==> config.mk <==
export PLATFORM = sky130hd
export DESIGN_NAME = ysyx_exu_csr_exec_flat
export DESIGN_NICKNAME = d
export VERILOG_FILES = /design/src/rtl/ysyx_exu_csr_exec_if.sv /design/src/rtl/ysyx_exu_csr_exec.sv /design/src/flat_wrapper.sv
export SDC_FILE = /design/constraint.sdc
export NUM_CORES = 1
export LEC_CHECK = 0
export CAP_MARGIN = 10
export CORE_ASPECT_RATIO = 1.4
export CORE_MARGIN = 4
export CORE_UTILIZATION = 35
export DETAILED_ROUTE_END_ITERATION = 6
export HOLD_SLACK_MARGIN = 0.12
export PLACE_DENSITY = 0.69
export REMOVE_ABC_BUFFERS = 1
export SLEW_MARGIN = 20
export SYNTH_ARGS = -nofsm -noshare
export SYNTH_HDL_FRONTEND = slang
export SYNTH_SLANG_ARGS = --single-unit
==> constraint.sdc <==
create_clock -name clk -period 3.9 [get_ports clk]
set_clock_uncertainty 0.15 [all_clocks]
set_input_delay 0.39 -clock clk [delete_from_list [all_inputs] [get_ports clk]]
set_output_delay 0.39 -clock clk [all_outputs]
set_load 0.1 [all_outputs]
==> src/rtl/ysyx_exu_csr_exec_if.sv <==
// Bundle between the CSR execute sequencer and its neighbours: IDU request,
// CSR register-file read/write ports and WBU response.
//   slave  : view of the sequencer (ysyx_exu_csr_exec)
//   master : view of the surrounding pipeline / register file
interface ysyx_exu_csr_exec_if #(
  parameter int unsigned BIT_W = 32,
  parameter int unsigned R_W   = 12
);
  // IDU -> EXU request
  logic             in_valid;
  logic             in_ready;
  logic [1:0]       in_sys;
  logic [2:0]       in_funct3;
  logic [R_W-1:0]   in_csr_addr;
  logic [4:0]       in_rs1_idx;
  logic [BIT_W-1:0] in_rs1_val;
  logic [4:0]       in_rd;
  logic [BIT_W-1:0] in_pc;

  // CSR register-file ports
  logic [R_W-1:0]   csr_waddr;
  logic [R_W-1:0]   csr_waddr_add1;
  logic [BIT_W-1:0] csr_wdata;
  logic [BIT_W-1:0] csr_wdata_add1;
  logic             csr_wen;
  logic             csr_ecallen;
  logic             csr_exu_valid;
  logic [BIT_W-1:0] csr_rdata;
  logic [BIT_W-1:0] csr_mtvec;
  logic [BIT_W-1:0] csr_mepc;

  // EXU -> WBU response
  logic             out_valid;
  logic             out_ready;
  logic [4:0]       out_rd;
  logic             out_rd_wen;
  logic [BIT_W-1:0] out_rdata;
  logic             out_redirect;
  logic [BIT_W-1:0] out_npc;

  modport slave (
    input  in_valid, in_sys, in_funct3, in_csr_addr, in_rs1_idx, in_rs1_val,
           in_rd, in_pc, csr_rdata, csr_mtvec, csr_mepc, out_ready,
    output in_ready, csr_waddr, csr_waddr_add1, csr_wdata, csr_wdata_add1,
           csr_wen, csr_ecallen, csr_exu_valid, out_valid, out_rd,
           out_rd_wen, out_rdata, out_redirect, out_npc
  );

  modport master (
    output in_valid, in_sys, in_funct3, in_csr_addr, in_rs1_idx, in_rs1_val,
           in_rd, in_pc, csr_rdata, csr_mtvec, csr_mepc, out_ready,
    input  in_ready, csr_waddr, csr_waddr_add1, csr_wdata, csr_wdata_add1,
           csr_wen, csr_ecallen, csr_exu_valid, out_valid, out_rd,
           out_rd_wen, out_rdata, out_redirect, out_npc
  );
endinterface

==> src/rtl/ysyx_exu_csr_exec.sv <==
// Execute-stage sequencer for CSR instructions, ECALL and MRET.
// Accepts one instruction (IDLE), performs the CSR read-modify-write or trap
// update for exactly one cycle (EXEC), then holds the result for WBU (RESP).
// Ports:
//   clk  - clock
//   rst  - asynchronous active-low reset
//   bus  - request / CSR register-file / response bundle (slave view)
module ysyx_exu_csr_exec #(
  parameter int unsigned      BIT_W          = 32,
  parameter int unsigned      R_W            = 12,
  parameter logic [BIT_W-1:0] MCAUSE_ECALL_M = BIT_W'(11)
) (
  input logic                clk,
  input logic                rst,
  ysyx_exu_csr_exec_if.slave bus
);

  localparam logic [R_W-1:0] MEPC_ADDR   = R_W'(12'h341);
  localparam logic [R_W-1:0] MCAUSE_ADDR = R_W'(12'h342);

  typedef enum logic [1:0] {
    S_IDLE = 2'd0,
    S_EXEC = 2'd1,
    S_RESP = 2'd2
  } state_e;

  state_e r_state;
  state_e w_state_nxt;

  // Latched instruction fields
  logic [1:0]       r_sys;
  logic [2:0]       r_funct3;
  logic [R_W-1:0]   r_addr;
  logic [4:0]       r_rs1_idx;
  logic [BIT_W-1:0] r_rs1_val;
  logic [4:0]       r_rd;
  logic [BIT_W-1:0] r_pc;

  // Response registers
  logic             r_out_rd_wen;
  logic [BIT_W-1:0] r_out_rdata;
  logic             r_out_redirect;
  logic [BIT_W-1:0] r_out_npc;

  // Combinational decode / datapath
  logic             w_is_csr;
  logic             w_is_ecall;
  logic             w_is_mret;
  logic             w_csr_write;
  logic [BIT_W-1:0] w_operand;
  logic [BIT_W-1:0] w_new;

  logic             w_in_ready;
  logic             w_out_valid;
  logic [R_W-1:0]   w_csr_waddr;
  logic [R_W-1:0]   w_csr_waddr_add1;
  logic [BIT_W-1:0] w_csr_wdata;
  logic [BIT_W-1:0] w_csr_wdata_add1;
  logic             w_csr_wen;
  logic             w_csr_ecallen;
  logic             w_csr_exu_valid;
  logic             w_rd_wen_nxt;
  logic [BIT_W-1:0] w_rdata_nxt;
  logic             w_redirect_nxt;
  logic [BIT_W-1:0] w_npc_nxt;

  // funct3 low bits 0 (encodings 0 and 4) are illegal CSR ops
  assign w_is_csr    = (r_sys == 2'd0) && (r_funct3[1:0] != 2'd0);
  assign w_is_ecall  = (r_sys == 2'd1);
  assign w_is_mret   = (r_sys == 2'd2);
  // Set/clear with a zero source register must not touch the CSR
  assign w_csr_write = w_is_csr && ((r_funct3[1:0] == 2'd1) || (r_rs1_idx != 5'd0));
  assign w_operand   = r_funct3[2] ? BIT_W'(r_rs1_idx) : r_rs1_val;

  // Read-modify-write of the CSR value
  always_comb begin
    w_new = '0;
    case (r_funct3[1:0])
      2'd1:    w_new = w_operand;
      2'd2:    w_new = bus.csr_rdata | w_operand;
      2'd3:    w_new = bus.csr_rdata & ~w_operand;
      default: w_new = '0;
    endcase
  end

  // State register
  always_ff @(posedge clk or negedge rst) begin
    if (!rst) begin
      r_state <= S_IDLE;
    end else begin
      r_state <= w_state_nxt;
    end
  end

  // Next state, CSR port drive and response values
  always_comb begin
    w_state_nxt      = r_state;
    w_in_ready       = 1'b0;
    w_out_valid      = 1'b0;
    w_csr_waddr      = r_addr;
    w_csr_waddr_add1 = r_addr;
    w_csr_wdata      = '0;
    w_csr_wdata_add1 = '0;
    w_csr_wen        = 1'b0;
    w_csr_ecallen    = 1'b0;
    w_csr_exu_valid  = 1'b0;
    w_rd_wen_nxt     = 1'b0;
    w_rdata_nxt      = '0;
    w_redirect_nxt   = 1'b0;
    w_npc_nxt        = '0;

    case (r_state)
      S_IDLE: begin
        w_in_ready = 1'b1;
        if (bus.in_valid) w_state_nxt = S_EXEC;
      end

      S_EXEC: begin
        w_state_nxt = S_RESP;
        if (w_is_csr) begin
          w_rdata_nxt  = bus.csr_rdata;
          w_rd_wen_nxt = (r_rd != 5'd0);
          if (w_csr_write) begin
            // Both ports carry the same write
            w_csr_wen        = 1'b1;
            w_csr_exu_valid  = 1'b1;
            w_csr_wdata      = w_new;
            w_csr_wdata_add1 = w_new;
          end
        end else if (w_is_ecall) begin
          w_csr_waddr      = MEPC_ADDR;
          w_csr_wdata      = r_pc;
          w_csr_waddr_add1 = MCAUSE_ADDR;
          w_csr_wdata_add1 = MCAUSE_ECALL_M;
          w_csr_wen        = 1'b1;
          w_csr_ecallen    = 1'b1;
          w_csr_exu_valid  = 1'b1;
          w_redirect_nxt   = 1'b1;
          w_npc_nxt        = bus.csr_mtvec;
        end else if (w_is_mret) begin
          w_redirect_nxt = 1'b1;
          w_npc_nxt      = bus.csr_mepc;
        end
      end

      S_RESP: begin
        w_out_valid = 1'b1;
        if (bus.out_ready) w_state_nxt = S_IDLE;
      end

      default: w_state_nxt = S_IDLE;
    endcase
  end

  // Instruction latch on accept, response latch at the end of EXEC
  always_ff @(posedge clk or negedge rst) begin
    if (!rst) begin
      r_sys          <= '0;
      r_funct3       <= '0;
      r_addr         <= '0;
      r_rs1_idx      <= '0;
      r_rs1_val      <= '0;
      r_rd           <= '0;
      r_pc           <= '0;
      r_out_rd_wen   <= 1'b0;
      r_out_rdata    <= '0;
      r_out_redirect <= 1'b0;
      r_out_npc      <= '0;
    end else begin
      if ((r_state == S_IDLE) && bus.in_valid) begin
        r_sys     <= bus.in_sys;
        r_funct3  <= bus.in_funct3;
        r_addr    <= bus.in_csr_addr;
        r_rs1_idx <= bus.in_rs1_idx;
        r_rs1_val <= bus.in_rs1_val;
        r_rd      <= bus.in_rd;
        r_pc      <= bus.in_pc;
      end
      if (r_state == S_EXEC) begin
        r_out_rd_wen   <= w_rd_wen_nxt;
        r_out_rdata    <= w_rdata_nxt;
        r_out_redirect <= w_redirect_nxt;
        r_out_npc      <= w_npc_nxt;
      end
    end
  end

  // in_ready is masked while reset is held so nothing is offered during reset
  assign bus.in_ready       = w_in_ready & rst;
  assign bus.csr_waddr      = w_csr_waddr;
  assign bus.csr_waddr_add1 = w_csr_waddr_add1;
  assign bus.csr_wdata      = w_csr_wdata;
  assign bus.csr_wdata_add1 = w_csr_wdata_add1;
  assign bus.csr_wen        = w_csr_wen;
  assign bus.csr_ecallen    = w_csr_ecallen;
  assign bus.csr_exu_valid  = w_csr_exu_valid;
  assign bus.out_valid      = w_out_valid;
  assign bus.out_rd         = r_rd;
  assign bus.out_rd_wen     = r_out_rd_wen;
  assign bus.out_rdata      = r_out_rdata;
  assign bus.out_redirect   = r_out_redirect;
  assign bus.out_npc        = r_out_npc;

endmodule
==> src/flat_wrapper.sv <==
// flat-port wrapper written by rule: the top's interface ports become plain ports
module ysyx_exu_csr_exec_flat 
#(
  parameter int unsigned      BIT_W          = 32,
  parameter int unsigned      R_W            = 12,
  parameter logic [BIT_W-1:0] MCAUSE_ECALL_M = BIT_W'(11)
)
  (clk, rst, bus_in_valid, bus_in_sys, bus_in_funct3, bus_in_csr_addr, bus_in_rs1_idx, bus_in_rs1_val, bus_in_rd, bus_in_pc, bus_csr_rdata, bus_csr_mtvec, bus_csr_mepc, bus_out_ready, bus_in_ready, bus_csr_waddr, bus_csr_waddr_add1, bus_csr_wdata, bus_csr_wdata_add1, bus_csr_wen, bus_csr_ecallen, bus_csr_exu_valid, bus_out_valid, bus_out_rd, bus_out_rd_wen, bus_out_rdata, bus_out_redirect, bus_out_npc);
  ysyx_exu_csr_exec_if #(.BIT_W(BIT_W), .R_W(R_W)) bus_i ();
  input logic clk;
  input logic rst;
  input wire logic [$bits(bus_i.in_valid)-1:0] bus_in_valid;
  input wire logic [$bits(bus_i.in_sys)-1:0] bus_in_sys;
  input wire logic [$bits(bus_i.in_funct3)-1:0] bus_in_funct3;
  input wire logic [$bits(bus_i.in_csr_addr)-1:0] bus_in_csr_addr;
  input wire logic [$bits(bus_i.in_rs1_idx)-1:0] bus_in_rs1_idx;
  input wire logic [$bits(bus_i.in_rs1_val)-1:0] bus_in_rs1_val;
  input wire logic [$bits(bus_i.in_rd)-1:0] bus_in_rd;
  input wire logic [$bits(bus_i.in_pc)-1:0] bus_in_pc;
  input wire logic [$bits(bus_i.csr_rdata)-1:0] bus_csr_rdata;
  input wire logic [$bits(bus_i.csr_mtvec)-1:0] bus_csr_mtvec;
  input wire logic [$bits(bus_i.csr_mepc)-1:0] bus_csr_mepc;
  input wire logic [$bits(bus_i.out_ready)-1:0] bus_out_ready;
  output wire logic [$bits(bus_i.in_ready)-1:0] bus_in_ready;
  output wire logic [$bits(bus_i.csr_waddr)-1:0] bus_csr_waddr;
  output wire logic [$bits(bus_i.csr_waddr_add1)-1:0] bus_csr_waddr_add1;
  output wire logic [$bits(bus_i.csr_wdata)-1:0] bus_csr_wdata;
  output wire logic [$bits(bus_i.csr_wdata_add1)-1:0] bus_csr_wdata_add1;
  output wire logic [$bits(bus_i.csr_wen)-1:0] bus_csr_wen;
  output wire logic [$bits(bus_i.csr_ecallen)-1:0] bus_csr_ecallen;
  output wire logic [$bits(bus_i.csr_exu_valid)-1:0] bus_csr_exu_valid;
  output wire logic [$bits(bus_i.out_valid)-1:0] bus_out_valid;
  output wire logic [$bits(bus_i.out_rd)-1:0] bus_out_rd;
  output wire logic [$bits(bus_i.out_rd_wen)-1:0] bus_out_rd_wen;
  output wire logic [$bits(bus_i.out_rdata)-1:0] bus_out_rdata;
  output wire logic [$bits(bus_i.out_redirect)-1:0] bus_out_redirect;
  output wire logic [$bits(bus_i.out_npc)-1:0] bus_out_npc;
  assign bus_i.in_valid = bus_in_valid;
  assign bus_i.in_sys = bus_in_sys;
  assign bus_i.in_funct3 = bus_in_funct3;
  assign bus_i.in_csr_addr = bus_in_csr_addr;
  assign bus_i.in_rs1_idx = bus_in_rs1_idx;
  assign bus_i.in_rs1_val = bus_in_rs1_val;
  assign bus_i.in_rd = bus_in_rd;
  assign bus_i.in_pc = bus_in_pc;
  assign bus_i.csr_rdata = bus_csr_rdata;
  assign bus_i.csr_mtvec = bus_csr_mtvec;
  assign bus_i.csr_mepc = bus_csr_mepc;
  assign bus_i.out_ready = bus_out_ready;
  assign bus_in_ready = bus_i.in_ready;
  assign bus_csr_waddr = bus_i.csr_waddr;
  assign bus_csr_waddr_add1 = bus_i.csr_waddr_add1;
  assign bus_csr_wdata = bus_i.csr_wdata;
  assign bus_csr_wdata_add1 = bus_i.csr_wdata_add1;
  assign bus_csr_wen = bus_i.csr_wen;
  assign bus_csr_ecallen = bus_i.csr_ecallen;
  assign bus_csr_exu_valid = bus_i.csr_exu_valid;
  assign bus_out_valid = bus_i.out_valid;
  assign bus_out_rd = bus_i.out_rd;
  assign bus_out_rd_wen = bus_i.out_rd_wen;
  assign bus_out_rdata = bus_i.out_rdata;
  assign bus_out_redirect = bus_i.out_redirect;
  assign bus_out_npc = bus_i.out_npc;
  ysyx_exu_csr_exec #(.BIT_W(BIT_W), .R_W(R_W), .MCAUSE_ECALL_M(MCAUSE_ECALL_M)) u_core (.clk(clk), .rst(rst), .bus(bus_i));
endmodule
==> results.cfg, run 1 <==
[worst_setup_path]
path_class = register to output port
critPathRequiredTime_ns = 3.36
ff2ff_setup_slack_ns = 1.64
r2r_cells = 6
end_kind = output port
cp_max_fo = 26
cp-start-kind = register
crit_arrival_ns = 2.87

[sta]
finalWorstSetupSlack_ns = 0.491
rsz0062_at_grt = no
max-slew-margin-rel = 0.267
max_slew.worst_pin.slew_ns = 1.10
hold_viol_final = 0
min_period_over_period = 0.874
fin_crit_ns = 3.41
slew_violations = 0
tns_ns = 0
fmax_ghz = 0.293
setup_viol = 0

[finish]
fin_cells = 1393
area_delta_synth_final_pct = 60.6
final_nets = 1271
drive_above_1_share = 0.266

[grt]
grt_pass1_wl_um = 41700
antenna_found_initial = 4
grt_pass1_vias = 7241
grt_max_degree = 79
grt_overflow = 0
grt_usage = 0.210

[clock_tree]
clk_pin_slew_ns = 0.07
cts_buffers = 17
cts.sinks = 159
ctsResizeCount = 0
holdBufCountCts = 1
root_buffer = clkbuf_16
clockBufferDepth = 2
clk-insertion-delay-late_ns = 0.41
cts_tree = done
postCtsSetupBuffers = 0
h-tree-depth = 4

[floorplanning]
dieArea_um2 = 25600
rows = 65
dieHeight_um = 188
num_io_pins = 355
die_w_um = 136
coreArea_um2 = 22600
initial_core_util = 0.357

[pwr]
power_density_nw_per_um2 = 946
total_power_mw = 12.3
peakVddDrop_mv = 0.819
leakage_nw = 5.47

[yosys]
syn_avg_cell_area_um2 = 10.7
synth_edf_count = 0
synth_ff_type = dfrtp_1
netlist_instances = 756
synthArstFlopShare = 1.00
synth_warnings = 0
synthDistinctLibCells = 34
ys_ff_latch = 159
ys_seq_area_frac = 0.493
netlist_area_um2 = 8080

[placed_design]
place_inst = 1357
hpwl_um = 19800
place.port_buffers = 354
gp_congestion = 0.781
dp_slack_ns = 0.876

[route]
ant_nets = 0
route.detailed.drc = 0
vias = 6839
firstDrtPassIters = 4
totalWireLength_um = 27000
avgRoutedWirePerCell_um = 19.4
drtIter0Drc = 292
vias_per_cell = 4.91

[status]
outcome = finished, final reports clean

[min_path]
hold_class = register to register
worstHoldPathCells = 2

[flow_run]
cap_violations = 0
worst max-delay path, cell delays in order (launching register included):
cell,delay [ns]
dfrtp_2,0.62
buf_4,0.33
nor2b_1,0.15
nor3_4,0.29
buf_4,0.46
a211oi_1,0.18
a21o_1,0.23
buf_12,0.17
state kept, by name, indices dropped and copies added (netlist names):
register and count:
u_core.r_funct3 3, u_core.bus.out_rd 5, u_core.bus.out_redirect 1, u_core.r_pc 32, u_core.bus.out_rdata 32, u_core.r_state 2, u_core.r_sys 2, u_core.r_rs1_val 32
u_core.r_addr 12, u_core.bus.out_npc 32, u_core.r_rs1_idx 5, u_core.bus.out_rd_wen 1
cells in the mapped netlist (2+ instances only):
cell type  count  area, µm²
clkbuf_1      30        113
a311oi_1       3       26.3
ha_1           4       50.1
buf_4         14        105
a21o_1        29        218
mux2i_1        5       50.1
mux2_2       116       1310
a21oi_1       32        160
nand2b_1      37        231
a22o_1        32        280
nor3b_1        2       15.0
o21ai_0       41        205
nand2_1      131        492
nor2_1        40        150
buf_6          4       45.0
and2_1        10       62.6
a211oi_2      26        325
inv_1          3       11.3
nor2b_1        3       18.8
buf_1          4       15.0
a211oi_1       3       22.5
mux2_1         2       22.5
buf_2         16       80.1
dfrtp_1      159       3980
final timing paths:
| kind | from | end |
|---|---|---|
| worst min register to register | u_core.bus.out_npc[0] | u_core.bus.out_npc[0] |
| min in group asynchronous | rst | u_core.r_rs1_idx[1] |
| worst max-delay path | u_core.r_funct3[1] | bus_csr_wdata[6] |
| worst max register to register | u_core.r_sys[0] | u_core.bus.out_npc[5] |
| max in group asynchronous | rst | u_core.bus.out_rdata[30] |
| worst min-delay path | u_core.bus.out_npc[0] | u_core.bus.out_npc[0] |
power breakdown:
group	internal [mW]	switching, mW	total (mW)
Clock	0.911	0.731	1.64
Sequential	2.35	0.486	2.83
Combinational	2.39	5.40	7.79
stage by stage:
step | cell area (µm²) | utilization | hold slack [ns]
2_1_floorplan | 7720 | - | -0.0556
3_3_place_gp | 12400 | 0.547 | 0.302
3_5_place_dp | 12400 | 0.547 | 0.300
4_1_cts | 13000 | 0.573 | 0.334
5_1_grt | 13000 | 0.574 | 0.358
6_report | 13000 | 0.574 | 0.328
cells in the final DEF (no fill, tap or decap), types with 10 or more instances in the layout:
cell and instances:
a211oi_2 26, a21o_1 29, a21oi_1 32, a22o_1 32, and2_1 10, buf_12 67
buf_4 38, clkbuf_16 17, clkdlybuf4s50_1 262, dfrtp_1 158, mux2_2 116, nand2_1 131
nand2b_1 36, nor2_1 39, o21ai_0 41
layout make-up:
class                   instances  area (µm²)
inverters                       3        11.3
well taps                     301         377
fillers                      1986        9640
flip-flops and latches        159        3980
clock inverters                13         130
multi-input cells             526        3750
clock buffers                  19         443
repair buffers                369        4270
diodes                          3        7.51
cells by family (layout without fill, tap and decap cells):
logic type,Yosys count,after routing,share of synthesized area
buffers and inverters,71,404,0.0457
DFF,159,159,0.493
adders and majority gates,4,4,0.00620
and+or+nand+nor,231,231,0.130
other,0,3,0
muxes,123,123,0.171
AOI/OAI and AO/OA,168,168,0.155
layer usage:
| metal | GRT usage | vias up | share of wire |
|---|---|---|---|
| li1 | - | 3256 | - |
| met1 | 0.238 | 3315 | 0.38 |
| met2 | 0.371 | 234 | 0.52 |
| met3 | 0.0647 | 32 | 0.083 |
| met4 | 0.0729 | 2 | 0.021 |
| met5 | 0 | - | 0.00030 |
Note: power is estimated with default switching activity, not from simulation.
==> inputs of run 2 (changes only) <==
CORE_UTILIZATION = 46   (was 35)
PLACE_DENSITY = 0.88   (was 0.69)
==> run 2 against run 1 <==
Die area fell by 23%; sequential power barely moved; clock power fell by 11%; count of clock-buffer cells in the layout rose by 2; register-to-register slack got worse by 0.04 ns; maximum frequency fell by 1.5%; cell count fell by 5.0%; wire length rose by 1.9%; largest power group unchanged.
==> results.cfg, run 2 (same netlist as run 1, synthesis figures left out) <==
[finish]
final_cell_area_um2 = 12800
final_cell_mix = 261 x clkdlybuf4s50_1, 159 x dfrtp_1, 131 x nand2_1, 116 x mux2_2, 68 x buf_12
final-seq-area_um2 = 3980
drive_above_1_share = 0.260
final_common_cell = clkdlybuf4s50_1
multiInputGateArea_um2 = 3740
final_nets = 1272
fill_cells = 1156
area_delta_synth_final_pct = 58.7
fin_cells = 1324
utilization = 0.740

[grt]
grt_pass1_vias = 7705
grt_max_degree = 73
grt_overflow = 0
antenna_found_initial = 3
grt_usage = 0.278
grt_pass1_wl_um = 42300

[placed_design]
placed_area_um2 = 12300
hpwl_um = 20200
dp_slack_ns = 0.885
place_inst = 1293
place.port_buffers = 354
gp_congestion = 0.828

[pwr]
peakVddDrop_mv = 0.642
total_power_mw = 12.2
leakage_nw = 5.45
power_density_nw_per_um2 = 950

[floorplanning]
coreArea_um2 = 17300
die_w_um = 120
num_io_pins = 355
dieHeight_um = 165
rows = 57
dieArea_um2 = 19800
initial_core_util = 0.466

[sta]
min_period_over_period = 0.888
tns_ns = 0
max-slew-margin-rel = 0.297
holdWs_ns = 0.332
fin_crit_ns = 3.46
max_slew.worst_pin.slew_ns = 1.05
rsz0062_at_grt = no
setup_viol = 0
fmax_ghz = 0.289
finalWorstSetupSlack_ns = 0.439
hold_viol_final = 0
slew_violations = 0

[worst_setup_path]
critPathRequiredTime_ns = 3.36
slowest_delay_ns = 0.68
cp-start-kind = register
end_kind = output port
path_class = register to output port
path_cells = inv_1, ha_1, o21ai_1, or2_2, a211oi_1, a21o_1, buf_12
cp_slowest_cell = or2_2
cp_max_fo = 29
crit_arrival_ns = 2.92
ff2ff_setup_slack_ns = 1.60

[clock_tree]
cts_tree = done
cts_buffers = 17
h-tree-depth = 4
clk-insertion-delay-late_ns = 0.42
clockBufferDepth = 2
ctsResizeCount = 0
clk_pin_slew_ns = 0.06
root_buffer = clkbuf_16
cts.sinks = 159

[flow_run]
cap_violations = 0

[route]
ant_nets = 0
avgRoutedWirePerCell_um = 20.8
totalWireLength_um = 27500
drtIter0Drc = 407
firstDrtPassIters = 6
vias_per_cell = 5.47
vias = 7248
route.detailed.drc = 0

[status]
outcome = finished, final reports clean

[min_path]
hold_class = register to register
## run 2: cell types whose count changed in the layout (fill, tap and decap cells not counted), sizes merged
| cell | before | now |
|---|---|---|
| buf | 106 | 108 |
| bufinv | 1 | 0 |
| clkbuf | 19 | 21 |
| clkdlybuf4s50 | 262 | 261 |
| clkinvlp | 3 | 2 |
| inv | 8 | 3 |
## run 2: power by group
part	switching [mW]	total [mW]	internal, mW
logic	5.49	7.87	2.39
registers	0.492	2.84	2.35
clock network	0.651	1.46	0.812
total	6.63	12.2	5.55
## run 2: timing repair
item / in CTS / in global routing
hold buffers: 1 / 0
buffers inserted: 0 / 0
setup endpoints to repair: 0 / 0
hold endpoints to repair: 69 / 0
## run 2: routing by layer
metal / up-vias / GRT usage / share of wire
met3: 71 / 0.0713 / 0.077
li1: 3263 / - / -
met2: 339 / 0.497 / 0.53
met5: - / 0 / 0
met1: 3575 / 0.305 / 0.36
met4: 0 / 0.135 / 0.041
## run 2: path summary, 6_finish.rpt
path / start / to / cells after the start
hold reg to reg: u_core.bus.out_npc[19] / u_core.bus.out_npc[19] / 2
min in group asynchronous: rst / u_core.r_pc[4] / 2
max in group asynchronous: rst / u_core.bus.out_npc[18] / 3
setup / recovery: u_core.r_sys[1] / bus_csr_wdata[31] / 7
hold / removal: u_core.bus.out_npc[19] / u_core.bus.out_npc[19] / 2
setup reg to reg: u_core.r_sys[0] / u_core.bus.out_npc[13] / 5
## run 2: area by class of cell
type / count / area share
Sequential cell: 159 / 0.310
Clock buffer: 21 / 0.0351
Multi-Input combinational cell: 526 / 0.292
Antenna cell: 3 / 0.000586
Timing Repair Buffer: 370 / 0.335
Clock inverter: 6 / 0.00332
Tap cell: 236 / 0.0230
Inverter: 3 / 0.000878
## run 2: critical path, delay by kind of cell, from the launching register on
family                   cells  cell delay, ns
AO/OA/AOI/OAI                3            0.97
buffers and inverters        2            0.30
flip-flops                   1            0.38
AND/OR/NAND/NOR              1            0.68
adder cells (fa/ha/maj)      1            0.16
==> inputs of run 3 (changes only) <==
CTS_BUF_LIST = sky130_fd_sc_hd__clkbuf_16   (was not set)
==> run 3 against run 2 <==
Design area barely moved; core utilization shrank 0.058 points; critical path depth unchanged; maximum frequency hardly changed; hold slack about the same; non-clock buffer count is the same; via count up 0.33%; sequential power is essentially flat; sequential share of layout area is essentially flat; flip-flop and latch count stayed put; first-iteration DRC count grew 9.3%; largest cell class unchanged; largest power group unchanged; highest routed layer unchanged.
==> results.cfg, run 3 (same netlist as run 1, synthesis figures left out) <==
[placed_design]
hpwl_um = 20200
place_inst = 1293
dp_slack_ns = 0.885
place.port_buffers = 354
gp_congestion = 0.828

[finish]
fin_cells = 1324
drive_above_1_share = 0.259
final_cell_mix = 261 x clkdlybuf4s50_1, 159 x dfrtp_1, 131 x nand2_1, 116 x mux2_2, 68 x buf_12
final_nets = 1272
fill_cells = 1161
area_delta_synth_final_pct = 58.6
final_common_cell = clkdlybuf4s50_1

[sta]
holdWs_ns = 0.332
fmax_ghz = 0.289
finalWorstSetupSlack_ns = 0.436
rsz0062_at_grt = no
setup_viol = 0
max-slew-margin-rel = 0.299
hold_viol_final = 0
min_period_over_period = 0.888
fin_crit_ns = 3.46
slew_violations = 0
max_slew.worst_pin.slew_ns = 1.05
tns_ns = 0

[route]
ant_nets = 0
vias = 7272
route.detailed.drc = 0
avgRoutedWirePerCell_um = 20.8
drtIter0Drc = 445
totalWireLength_um = 27600
vias_per_cell = 5.49
firstDrtPassIters = 7

[clock_tree]
cts_buffers = 17
ctsResizeCount = 0
root_buffer = clkbuf_16
clk_pin_slew_ns = 0.06
holdBufCountCts = 1
clockBufferDepth = 2
cts.sinks = 159
clk-insertion-delay-late_ns = 0.42
h-tree-depth = 4
cts_tree = done
postCtsSetupBuffers = 0

[min_path]
hold_start = u_core.bus.out_npc[19]
worstHoldPathCells = 2
hold_class = register to register
min_to = u_core.bus.out_npc[19]

[pwr]
leakage_nw = 5.46
total_power_mw = 12.2
power_density_nw_per_um2 = 949
peakVddDrop_mv = 0.642

[worst_setup_path]
ff2ff_setup_slack_ns = 1.58
end_kind = output port
path_class = register to output port
cp-start-kind = register
r2r-start = u_core.r_sys[0]
critPathRequiredTime_ns = 3.36
r2r_cells = 5
cp_max_fo = 29
worst_r2r_endpoint = u_core.bus.out_npc[13]
crit_arrival_ns = 2.92

[status]
outcome = finished, final reports clean

[grt]
grt_overflow = 0
antenna_found_initial = 3
grt_pass1_vias = 7700
grt_usage = 0.278
grt_pass1_wl_um = 42300
grt_max_degree = 73

[floorplanning]
num_io_pins = 355
rows = 57
die_w_um = 120
coreArea_um2 = 17300
initial_core_util = 0.466
dieHeight_um = 165
dieArea_um2 = 19800

[flow_run]
cap_violations = 0
==> run 3: layer usage <==
layer  vias to the layer above  wire (µm)  track usage
li1                       3260          -            -
met1                      3610       9770        0.305
met2                       337      14600        0.497
met3                        65       2150       0.0713
met4                         0       1080        0.135
met5                         -          0            0
==> run 3: critical path, stage by stage (launching register included) <==
cell      delay, ns
dfrtp_1        0.38
inv_1          0.12
ha_1           0.16
o21ai_1        0.17
or2_2          0.69
a211oi_1       0.62
a21o_1         0.18
buf_12         0.18
==> run 3: layout make-up <==
cell class	count	area, µm²	area share
clock buffer	17	425	0.0332
inverter	3	11.3	0.000879
clock inverter	10	57.6	0.00449
timing repair buffer	370	4290	0.335
antenna	3	7.51	0.000586
multi-input combinational	526	3740	0.292
tap	236	295	0.0231
sequential	159	3980	0.311
==> run 3: metrics by stage <==
step           instance area (µm²)   util
4_1_cts                      12800  0.739
2_1_floorplan                 7720      -
3_3_place_gp                 12300  0.710
6_report                     12800  0.739
5_1_grt                      12800  0.739
3_5_place_dp                 12300  0.710
==> run 3: report_power, final <==
group          total (mW)  switching, mW  internal (mW)
clock                1.44          0.651          0.784
combinational        7.88           5.49           2.39
sequential           2.84          0.493           2.35
==> run 3: worst max-delay path by stage <==
stage | from | end | cells after the start
floorplan | u_core.r_state[0] | u_core.bus.out_rd[0] | 2
global placement | u_core.r_sys[0] | bus_csr_wdata[31] | 7
detailed placement | u_core.r_sys[1] | bus_csr_wdata[31] | 7
CTS | u_core.r_sys[1] | bus_csr_wdata[31] | 7
global route | u_core.r_sys[1] | bus_csr_wdata[31] | 7
finish | u_core.r_sys[1] | bus_csr_wdata[31] | 7
